File: src/rtl/sram_arbiter_pkg.sv
// sram_arbiter_pkg: shared FSM state encoding, requester owner encoding and bus widths
// for the SRAM arbiter and its priority sub-module. No ports.
package sram_arbiter_pkg;
    localparam int ADDR_W = 32;
    localparam int DATA_W = 64;
    localparam int TYPE_W = 6;
    localparam int STRB_W = 16;

    typedef enum logic [1:0] {
        S_IDLE  = 2'd0,
        S_ADDR  = 2'd1,
        S_RDATA = 2'd2
    } state_e;

    typedef enum logic {
        OWN_IFU = 1'b0,
        OWN_LSU = 1'b1
    } owner_e;
endpackage

File: src/rtl/sram_arb_prio.sv
// sram_arb_prio: grant pick (LSU write > LSU read > IFU read, IFU forced after a full
// LSU streak) plus the saturating streak counter.
// Ports: clk/rst; gnt_en_i (arbiter is in IDLE and may grant); if_req_i, ls_r_req_i,
// ls_w_req_i (pending requests); gnt_vld_o/gnt_own_o/gnt_wr_o (combinational pick).
module sram_arb_prio
    import sram_arbiter_pkg::*;
#(
    parameter int STREAK_MAX = 4
) (
    input  logic   clk,
    input  logic   rst,
    input  logic   gnt_en_i,
    input  logic   if_req_i,
    input  logic   ls_r_req_i,
    input  logic   ls_w_req_i,
    output logic   gnt_vld_o,
    output owner_e gnt_own_o,
    output logic   gnt_wr_o
);
    localparam int SW = $clog2(STREAK_MAX + 1);
    localparam logic [SW-1:0] SMAX = SW'(STREAK_MAX);

    logic [SW-1:0] streak_q, streak_d;
    logic          force_ifu;

    always_comb begin
        // A starved IFU overrides both LSU channels once the streak is full.
        force_ifu = if_req_i && (streak_q == SMAX);
        gnt_vld_o = if_req_i || ls_r_req_i || ls_w_req_i;
        gnt_wr_o  = ls_w_req_i && !force_ifu;
        gnt_own_o = (!force_ifu && (ls_w_req_i || ls_r_req_i)) ? OWN_LSU : OWN_IFU;
        streak_d  = streak_q;
        if (gnt_en_i && gnt_vld_o)
            streak_d = (gnt_own_o == OWN_IFU) ? '0 :
                       (if_req_i && streak_q != SMAX) ? streak_q + 1'b1 : streak_q;
    end

    always_ff @(posedge clk) begin
        if (rst)
            streak_q <= '0;
        else
            streak_q <= streak_d;
    end
endmodule

File: src/rtl/sram_arbiter.sv
// sram_arbiter: arbitrates IFU reads, LSU reads and LSU posted writes onto a single
// downstream SRAM port, one transaction outstanding (IDLE -> ADDR -> [RDATA] -> IDLE).
// Ports: clk/rst (sync, active-high); if_r_* IFU read channel; ls_r_* LSU read channel;
// ls_w_* LSU write channel; m_r_* downstream read channel; m_w_* downstream write channel.
// Requester rdy is the downstream rdy routed to the granted owner; re_valid/re_data are
// the downstream read response routed during RDATA.
module sram_arbiter
    import sram_arbiter_pkg::*;
#(
    parameter int STREAK_MAX = 4
) (
    input  logic              clk,
    input  logic              rst,
    input  logic [ADDR_W-1:0] if_r_addr,
    input  logic [TYPE_W-1:0] if_r_type,
    input  logic              if_r_req,
    output logic              if_r_rdy,
    output logic [DATA_W-1:0] if_re_data,
    output logic              if_re_valid,
    input  logic [ADDR_W-1:0] ls_r_addr,
    input  logic [TYPE_W-1:0] ls_r_type,
    input  logic              ls_r_req,
    output logic              ls_r_rdy,
    output logic [DATA_W-1:0] ls_re_data,
    output logic              ls_re_valid,
    input  logic [ADDR_W-1:0] ls_w_addr,
    input  logic [DATA_W-1:0] ls_w_data,
    input  logic [TYPE_W-1:0] ls_w_type,
    input  logic [STRB_W-1:0] ls_w_strb,
    input  logic              ls_w_req,
    output logic              ls_w_rdy,
    output logic [ADDR_W-1:0] m_r_addr,
    output logic [TYPE_W-1:0] m_r_type,
    output logic              m_r_req,
    input  logic              m_r_rdy,
    input  logic [DATA_W-1:0] m_re_data,
    input  logic              m_re_valid,
    output logic [ADDR_W-1:0] m_w_addr,
    output logic [DATA_W-1:0] m_w_data,
    output logic [TYPE_W-1:0] m_w_type,
    output logic [STRB_W-1:0] m_w_strb,
    output logic              m_w_req,
    input  logic              m_w_rdy
);
    state_e state_q, state_d, st;
    owner_e own_q, own_d, gnt_own;
    logic   wr_q, wr_d, gnt_vld, gnt_wr, r_req, own_ifu;

    sram_arb_prio #(.STREAK_MAX(STREAK_MAX)) u_prio (
        .clk        (clk),
        .rst        (rst),
        .gnt_en_i   (st == S_IDLE),
        .if_req_i   (if_r_req),
        .ls_r_req_i (ls_r_req),
        .ls_w_req_i (ls_w_req),
        .gnt_vld_o  (gnt_vld),
        .gnt_own_o  (gnt_own),
        .gnt_wr_o   (gnt_wr)
    );

    always_comb begin
        // Decoding outputs from an effective IDLE state while rst is high forces every
        // output to zero immediately, even before the reset edge lands.
        st          = rst ? S_IDLE : state_q;
        own_ifu     = (own_q == OWN_IFU);
        r_req       = own_ifu ? if_r_req : ls_r_req;
        state_d     = state_q;
        own_d       = own_q;
        wr_d        = wr_q;
        if_r_rdy    = 1'b0;
        ls_r_rdy    = 1'b0;
        ls_w_rdy    = 1'b0;
        if_re_valid = 1'b0;
        ls_re_valid = 1'b0;
        if_re_data  = '0;
        ls_re_data  = '0;
        m_r_addr    = '0;
        m_r_type    = '0;
        m_r_req     = 1'b0;
        m_w_addr    = '0;
        m_w_data    = '0;
        m_w_type    = '0;
        m_w_strb    = '0;
        m_w_req     = 1'b0;
        case (st)
            S_IDLE: begin
                if (gnt_vld) begin
                    state_d = S_ADDR;
                    own_d   = gnt_own;
                    wr_d    = gnt_wr;
                end
            end
            S_ADDR: begin
                // Writes are only ever granted to the LSU, so the write path needs no owner mux.
                if (wr_q) begin
                    m_w_addr = ls_w_addr;
                    m_w_data = ls_w_data;
                    m_w_type = ls_w_type;
                    m_w_strb = ls_w_strb;
                    m_w_req  = ls_w_req;
                    ls_w_rdy = ls_w_req && m_w_rdy;
                    if (!ls_w_req || m_w_rdy)
                        state_d = S_IDLE;
                end else begin
                    m_r_addr = own_ifu ? if_r_addr : ls_r_addr;
                    m_r_type = own_ifu ? if_r_type : ls_r_type;
                    m_r_req  = r_req;
                    if_r_rdy = own_ifu && r_req && m_r_rdy;
                    ls_r_rdy = !own_ifu && r_req && m_r_rdy;
                    state_d  = !r_req ? S_IDLE : m_r_rdy ? S_RDATA : S_ADDR;
                end
            end
            S_RDATA: begin
                if_re_data  = m_re_data;
                ls_re_data  = m_re_data;
                if_re_valid = own_ifu && m_re_valid;
                ls_re_valid = !own_ifu && m_re_valid;
                if (m_re_valid)
                    state_d = S_IDLE;
            end
            default: state_d = S_IDLE;
        endcase
    end

    always_ff @(posedge clk) begin
        if (rst) begin
            state_q <= S_IDLE;
            own_q   <= OWN_IFU;
            wr_q    <= 1'b0;
        end else begin
            state_q <= state_d;
            own_q   <= own_d;
            wr_q    <= wr_d;
        end
    end
endmodule
File: config.mk
export PLATFORM = sky130hd
export DESIGN_NAME = sram_arbiter
export DESIGN_NICKNAME = d
export VERILOG_FILES = /design/src/rtl/sram_arbiter_pkg.sv /design/src/rtl/sram_arb_prio.sv /design/src/rtl/sram_arbiter.sv
export SDC_FILE = /design/constraint.sdc
export NUM_CORES = 1
export LEC_CHECK = 0
export ABC_AREA = 1
export CAP_MARGIN = 20
export CORE_AREA = 4 4 217 219
export CTS_BUF_LIST = sky130_fd_sc_hd__clkbuf_2 sky130_fd_sc_hd__clkbuf_4 sky130_fd_sc_hd__clkbuf_8
export DETAILED_ROUTE_END_ITERATION = 6
export DIE_AREA = 0 0 221 223
export GPL_ROUTABILITY_DRIVEN = 0
export GPL_TIMING_DRIVEN = 0
export SLEW_MARGIN = 0
export SYNTH_ARGS = -nofsm -noshare
export SYNTH_HDL_FRONTEND = slang
export SYNTH_SLANG_ARGS = --single-unit
File: constraint.sdc
create_clock -name clk -period 1.1 [get_ports clk]
set_input_delay 0.22 -clock clk [delete_from_list [all_inputs] [get_ports clk]]
set_output_delay 0.22 -clock clk [all_outputs]
set_load 0.05 [all_outputs]
==> results of run 1 <==
## final timing paths
kind,depth (start not counted),endpoint
worst max-delay path,10,ls_re_data[50]
worst min-delay path,2,wr_q
worst max register to register,5,u_prio.streak_q[0]
worst min register to register,2,u_prio.streak_q[1]
## registers in the layout, indices dropped and copies added (netlist names)
register,flops
u_prio.streak_q,3
state_q,2
own_q,1
wr_q,1
## power breakdown
part           leakage [nW]  internal (mW)  switching, mW  total [mW]
Clock                0.0262          0.276          0.115       0.391
Combinational          5.00           1.80           2.02        3.82
Sequential           0.0592          0.271         0.0228       0.294
## repair_timing
item | 4_1_cts | 5_1_grt
pin swaps | 10 | 21
resized for setup | 1691 | 641
setup endpoints to repair | 298 | 298
buffers inserted | 1 | 15
cloned | 0 | 7
## worst max-delay path, delay by kind of cell
family                 cells  cell delay (ps)
buffers and inverters      7             1020
AND/OR/NAND/NOR            3              360
## cell usage in the layout, fill, tap and decap left out, types with 4 or more instances in the layout
cell             instances
nor2_4                 114
dfxtp_1                  4
clkdlybuf4s50_1        264
buf_12                  27
clkbuf_4                 9
nand2_1                207
nor3_4                   4
nor2_2                  16
buf_4                   31
buf_6                  186
nor2_1                  60
a21oi_4                 32
a21oi_2                  6
buf_8                  110
a21oi_1                  5
nand2_2                  4
inv_1                   77
nand3_1                  7
clkbuf_16                7
buf_2                   51
## layer usage
layer / up-vias / global-route usage [%] / part of all wire, %
li1: 3066 / - / -
met1: 2819 / 13.4 / 40
met2: 301 / 18.5 / 51
met3: 23 / 2.71 / 7.2
met4: 0 / 2.05 / 1.6
met5: - / 0 / 0
## area by class of cell
| type | instances | share of cell area (%) |
|---|---|---|
| antenna | 3 | 0.0615 |
| buffer | 110 | 11.0 |
| clock buffer | 4 | 0.400 |
| inverter | 81 | 2.55 |
| multi-input combinational | 466 | 26.5 |
| sequential | 7 | 1.22 |
| tap | 600 | 6.15 |
| timing repair buffer | 579 | 52.1 |
## through the flow
stage                     instances  setup WS, ps
after floorplan                 664          -587
after global placement         1820         -1930
after detailed placement       1820         -1940
after CTS                      1825          -817
after global routing           1849          -858
final                          1850          -758
## cells by family (layout without fill, tap and decap cells)
| logic type | count (synthesis) | in the layout |
|---|---|---|
| AOI/OAI and AO/OA | 47 | 47 |
| and+or+nand+nor | 416 | 416 |
| xor gates and xnor gates | 1 | 1 |
| other | 0 | 3 |
| DFF | 7 | 7 |
| buffers and inverters | 191 | 774 |
| adders and majority gates | 2 | 2 |
## cell usage after synthesis, types with 2 or more instances
cell type / number
a21oi_1: 35
buf_2: 29
dfxtp_1: 7
nand2_1: 211
clkbuf_1: 6
inv_2: 3
buf_4: 65
inv_1: 78
nor2_2: 2
a21oi_2: 8
nor3_1: 3
nand3_1: 7
nand2_2: 2
nor2_1: 188
ha_1: 2
buf_6: 10
o21ai_0: 2
==> reports/metrics.cfg, run 1 <==
[drt]
wl_per_cell_um = 16.5
vias = 6209
firstDrtPassIters = 4
ant_nets = 0
wl_mm = 30.6
vias_per_cell = 3.36
drt_iter0_drc = 224
drcViolationCount = 0

[pwr]
finalPower_mw = 4.50
vdd_ir_drop_max_uv = 554
leakage_nw = 5.08
powerDensity_nw_per_um2 = 369

[sta]
fmax_ghz = 0.538
setup_violations = 298
tightest_slew_ps = 337
whs_ps = 371
setup_ws_ps = -758
period_needed_ps = 1860
skew_ps = 2.26
hold_viol = 0
period_share_pct = 169
rsz0062_at_grt = true
relSlewSlack_pct = 77.5
setup_tns_ps = -184500
finalMaxSlewViolations = 0

[outcome]
violations = setup timing
outcome = finished with violations

[final_layout]
nets = 1516
drive_gt1_share_pct = 49.5
fillers = 4777
final_area_um2 = 12200
post-route-util_pct = 27.1
syn2layout_area_growth_pct = 291
seq_area_um2 = 149
multi_input_area_um2 = 3230

[logic_synthesis]
synth_ff_type = dfxtp_1
synth-xor-area-share_pct = 0.280
synth_compound_area_share_pct = 8.61
synth_area_um2 = 3130
synth_fp_nets = 932
ys.warnings.count = 0
synth-adder-area-share_pct = 0.801
synth_mux_area_share_pct = 0
synth-simple-area-share_pct = 51.5
ys_types = 23
postSynthAreaPerCell_um2 = 4.71
synth-seq-cells = 7
netlist_instances = 664
yosysSeqAreaShare_pct = 4.48
synth_top_area_share_pct = 25.3
synth_top_family_by_area = simple AND/OR/NAND/NOR gates
synth-edff-count = 0
synth.area.top_cells = nand2_1, nor2_1, buf_4
async_flop_share_pct = 0
yosysTopAreaCell = nand2_1

[floorplan]
rows = 78
ios = 557
core_area_um2 = 45100
die_w_um = 221
initial_utilization_pct = 6.93
dieHeight_um = 223
fp.dieArea_um2 = 49300

[placed_design]
hpwlAfterDp_mm = 25.7
port_buffers = 556
placed_cell_area_um2 = 10700

[global_route]
grt_overflow = 0
grt_pass1_wl_mm = 40.8
gr-usage-all-layers_pct = 10.6
grt_pass1_vias = 6075
antenna_found_initial = 2
grt_max_degree = 11

[clocking]
cts_buffer_depth = 2
cts_tree = yes
htreeDepth = 1
cts_hold_buf = 0
root_buffer = clkbuf_8
cts_num_sinks = 7
clk_pin_slew_worst_paths_ps = 40
clock_latency_ps = 230
cts_buffers = 3

[hold_path]
worstHoldStart = rst
min_path_type = in2reg

[worst_setup_path]
arrival_ps = 1640
worstPathMaxFanout = 11
cpMaxStageDelayCell = clkdlybuf4s15_2
end_kind = primary output
cp.required_ps = 880
slowest_delay_ps = 250
worstSetupStartpoint = rst
cp-start-kind = primary input
crit_type = in2out
r2r_start = state_q[1]
crit_chain = clkdlybuf4s15_2, inv_2, nand2_4, nor2_4, inv_4, buf_12, buf_12, nor2_4, buf_6, buf_8
r2r_slack_ps = -160

[flow_run]
drv_cap = 0

Power figures use the tool's default switching activity.
==> inputs of run 2 (changes only) <==
SETUP_SLACK_MARGIN = 0.05   (was unset)
TNS_END_PERCENT = 50   (was unset)
==> run 2 against run 1 <==
Routed wire length down 10%. Maximum frequency up 0.22%. The flow still finishes with violations (setup timing). Sequential share of layout area up 0.068 points. Worst hold slack worse by 3.0 ps.
==> reports/metrics.cfg, run 2 (synthesis gave the netlist of run 1 again) <==
[outcome]
outcome = finished with violations
violations = setup timing

[worst_setup_path]
cp.required_ps = 880
r2r-end = u_prio.streak_q[2]
r2r_slack_ps = -90
crit_type = reg2out
path_buf_inv = 5
crit_chain = nand2_2, nor2_4, inv_6, buf_12, buf_12, nor2_4, buf_6, buf_8
end_kind = primary output
slowest_delay_ps = 340
ff2ff_path_depth = 6
worstPathMaxFanout = 10
cpMaxStageDelayCell = dfxtp_2
arrival_ps = 1630
cp_top_family = buffers and inverters
cp-start-kind = register
r2r_start = state_q[1]

[sta]
rsz0062_at_grt = true
period_share_pct = 169
fmax_ghz = 0.539
setup_ws_ps = -754
hold_viol = 0
whs_ps = 368
setup_violations = 297
period_needed_ps = 1850
skew_ps = 4.05
relSlewSlack_pct = 73.6
tightest_slew_ps = 396
finalMaxSlewViolations = 0

[global_route]
gr-usage-all-layers_pct = 9.91
grt_max_degree = 11
grt_pass1_vias = 5952
grt_overflow = 0
grt_pass1_wl_mm = 38.6
antenna_found_initial = 3

[pwr]
powerDensity_nw_per_um2 = 364
vdd_ir_drop_max_uv = 343
leakage_nw = 4.86

[drt]
drcViolationCount = 0
vias = 6113
drt_iter0_drc = 243
ant_nets = 0
firstDrtPassIters = 5
wl_mm = 27.4
vias_per_cell = 3.33
wl_per_cell_um = 15.0

[placed_design]
hpwlAfterDp_mm = 23.5
port_buffers = 556
dp.cells = 1820

[floorplan]
fp.dieArea_um2 = 49300
dieHeight_um = 223
ios = 557
die_w_um = 221
core_area_um2 = 45100
initial_utilization_pct = 6.93
rows = 78

[clocking]
cts_num_sinks = 7
root_buffer = clkbuf_8
htreeDepth = 1
cts_buffers = 3
clk_pin_slew_worst_paths_ps = 40
cts_tree = yes
cts_hold_buf = 0
cts_buffer_depth = 2
clock_latency_ps = 230

[final_layout]
seq_area_um2 = 146
final_cell_mix = clkdlybuf4s50_1, nand2_1, buf_6
fillers = 4898
mostFrequentLayoutCell = clkdlybuf4s50_1
syn2layout_area_growth_pct = 264
nets = 1501
drive_gt1_share_pct = 48.3
multi_input_area_um2 = 3010
final_cells = 1835
post-route-util_pct = 25.2
reg_top3 = u_prio.streak_q (3), state_q (2)
largest_register_ffs = 3
regMostFlops = u_prio.streak_q

[hold_path]
worstHoldStart = rst
min_path_type = in2reg
min_to = wr_q
min_path_cells = 2

[flow_run]
drv_cap = 0

==> run 2: changes by cell type in the layout (fill, tap and decap cells not counted), sizes merged <==
cell	previous run	this run
clkdlybuf4s50	264	262
dlygate4sd2	0	1
dlymetal6s2s	0	1
buf	406	402
clkbuf	22	11
==> run 2: power by group <==
part	leakage, nW	internal [mW]	switching, mW
combinational	4.77	1.58	1.87
clock	0.0262	0.276	0.115
sequential	0.0589	0.273	0.0205
total	4.86	2.13	2.00
==> run 2: area by class of cell <==
type / instances / area share, %
diodes: 3 / 0.0660
plain buffers: 109 / 10.8
clock buffers: 4 / 0.429
inverters: 81 / 2.74
multi-input cells: 466 / 26.5
flip-flops and latches: 7 / 1.29
well taps: 600 / 6.60
repair buffers: 565 / 51.6
==> run 2: worst max-delay path by stage <==
stage	endpoint	slack (ps)	from	depth (start not counted)
4_1_cts	ls_re_data[51]	-820	state_q[1]	8
3_3_place_gp	ls_re_data[22]	-1950	rst	10
5_1_grt	ls_re_data[38]	-870	state_q[1]	8
2_1_floorplan	m_w_addr[21]	-590	wr_q	4
3_5_place_dp	ls_re_data[22]	-1970	rst	10
6_report	ls_re_data[40]	-750	state_q[1]	8
==> run 2: through the flow <==
step                      TNS [ps]  setup slack [ps]  instance area, µm²  power (mW)
final                      -179480              -754               11400        4.14
after global routing       -204470              -865               11400        4.35
after CTS                  -200830              -816               10900        4.04
after detailed placement   -503310             -1970               10700        3.54
after global placement     -497020             -1950               10700        3.52
after floorplan            -128910              -587                4360        1.97
==> run 2: metal layers <==
metal / vias to the layer above / wire length [µm] / global-route usage (%) / part of all wire (%)
met3: 19 / 1820 / 1.78 / 6.6
met4: 0 / 361 / 1.69 / 1.3
met2: 297 / 14200 / 18.0 / 52
met5: - / 0 / 0 / 0
li1: 3027 / - / - / -
met1: 2770 / 11000 / 12.4 / 40
==> run 2: timing repair <==
item / 4_1_cts / 5_1_grt
setup buffers: 5 / 2
cloned: 2 / 0
setup endpoints to repair: 298 / 298
pin swaps: 19 / 12
gates resized for setup: 1848 / 273
==> inputs of run 3 (changes only) <==
CAP_MARGIN = 40   (was 20)
CTS_CLUSTER_SIZE = 8   (was unset)
REMOVE_ABC_BUFFERS = 1   (was unset)
==> run 3 against run 2 <==
The flow still finishes with violations (setup timing). Sequential share of layout area increased by 0.25 points. Power increased by 0.48%. Critical path depth increased by 1. Sequential power increased by 9.6%. Die area unchanged. Via count decreased by 0.83%. Count of clock-buffer cells in the layout unchanged. Critical path type unchanged. Critical endpoint is now m_r_addr[10]. Largest cell class unchanged.
==> reports/metrics.cfg, run 3 (synthesis gave the netlist of run 1 again) <==
[outcome]
outcome = finished with violations
violations = setup timing

[drt]
ant_nets = 0
firstDrtPassIters = 4
wl_mm = 29.1
wl_per_cell_um = 16.5
drcViolationCount = 0
vias_per_cell = 3.43
vias = 6062
drt_iter0_drc = 197

[pwr]
leakage_nw = 4.38
switching_share_pct = 47.3
vdd_ir_drop_max_uv = 280
power_frac_clock_pct = 9.6
power_switching_mw = 1.97
pwr-share-comb_pct = 82.7
powerDensity_nw_per_um2 = 412
p_int_mw = 2.19
seq_power_share_pct = 7.7

[worst_setup_path]
crit_type = reg2out
end_kind = primary output
arrival_ps = 1800
r2r_start = state_q[1]
cp.required_ps = 880
cp-start-kind = register
worstSetupStartpoint = state_q[1]
worstPathMaxFanout = 20

[floorplan]
die_w_um = 221
initial_utilization_pct = 6.93
fp.dieArea_um2 = 49300
ios = 557
rows = 78
core_area_um2 = 45100
dieHeight_um = 223

[hold_path]
worstHoldStart = rst
min_path_type = in2reg

[global_route]
grt_pass1_vias = 5875
grt_overflow = 0
grt_pass1_wl_mm = 37.5
antenna_found_initial = 8
gr-usage-all-layers_pct = 9.91
grt_max_degree = 54

[sta]
hold_viol = 0
rsz0062_at_grt = true
setup_violations = 298
setup_tns_ps = -215370
skew_ps = 0.718
tightest_slew_ps = 532
setup_ws_ps = -916
relSlewSlack_pct = 64.7
period_share_pct = 183
fmax_ghz = 0.496
period_needed_ps = 2020
finalMaxSlewViolations = 0

[clocking]
clk_pin_slew_worst_paths_ps = 40
cts_buffer_depth = 2
cts_tree = yes
cts_buffers = 3
root_buffer = clkbuf_8
htreeDepth = 1
cts_hold_buf = 0
clock_latency_ps = 230
cts_num_sinks = 7

[placed_design]
port_buffers = 556
pre_cts_ws_ps = -2530
hpwlAfterDp_mm = 20.8

[final_layout]
mostFrequentLayoutCell = clkdlybuf4s50_1
nets = 1437
regMostFlops = u_prio.streak_q
drive_gt1_share_pct = 39.7
syn2layout_area_growth_pct = 223
final_cell_mix = clkdlybuf4s50_1, nand2_1, buf_6
post-route-util_pct = 22.4
largest_register_ffs = 3
reg_top3 = u_prio.streak_q (3), state_q (2)

[flow_run]
drv_cap = 0

run 3: cell count changes in the layout (fill, tap and decap cells not counted), moves of 10 or more:
cell / change
a21oi_1: +10
a21oi_4: -17
buf_2: -47
buf_4: +65
buf_6: -69
buf_8: -67
clkdlybuf4s15_2: +31
nor2_1: +40
nor2_4: -46
run 3: worst paths after layout:
check / end / slack, ps / depth (start not counted)
min: wr_q / 380 / 2
max: m_r_addr[10] / -920 / 9
min reg2reg: u_prio.streak_q[2] / 510 / 2
max reg2reg: state_q[0] / -650 / 11
run 3: per-layer routing:
layer  part of all wire [%]  global-route usage [%]
met2                     53                    18.7
met3                    9.4                    3.32
met1                     35                    10.7
met4                    2.1                    2.30
met5                   0.14                       0
run 3: worst max-delay path, cell delays in order (launching register included):
cell and delay [ps]:
dfxtp_4 350, nor2_4 100, buf_12 130, nand2_8 90
buf_16 140, nor2_4 110, buf_12 160, inv_6 100
a21oi_1 140, buf_4 220
run 3: stage by stage:
stage / area, µm² / power (mW) / instances / hold WS (ps)
2_1_floorplan: 2360 / 1.52 / 554 / 289
3_3_place_gp: 8670 / 3.02 / 1710 / 470
3_5_place_dp: 8790 / 3.04 / 1714 / 494
4_1_cts: 9230 / 3.82 / 1737 / 370
5_1_grt: 10100 / 4.37 / 1768 / 386
6_report: 10100 / 4.16 / 1769 / 377
run 3: cell type report:
type | count | area, µm²
antenna | 1 | 2.50
clock buffer | 4 | 48.8
fill | 4987 | 35000
inverter | 81 | 333
multi-input combinational | 469 | 2520
sequential | 7 | 155
tap | 600 | 751
timing repair buffer | 604 | 6240
timing repair inverter | 3 | 33.8
run 3: what timing repair did:
item | 4_1_cts | 5_1_grt
buffers inserted | 10 | 24
resized for setup | 1161 | 845
endpoints found under the setup margin | 298 | 298
pin swaps | 3 | 2
cloned | 9 | 7
run 3: power by group through the flow:
stage | sequential [mW] | clock (mW) | combinational, mW
after floorplan | 0.373 | 0 | 1.14
after global placement | 0.419 | 0 | 2.60
after detailed placement | 0.374 | 0 | 2.67
after CTS | 0.355 | 0.394 | 3.07
after global routing | 0.324 | 0.420 | 3.63
final | 0.321 | 0.398 | 3.44
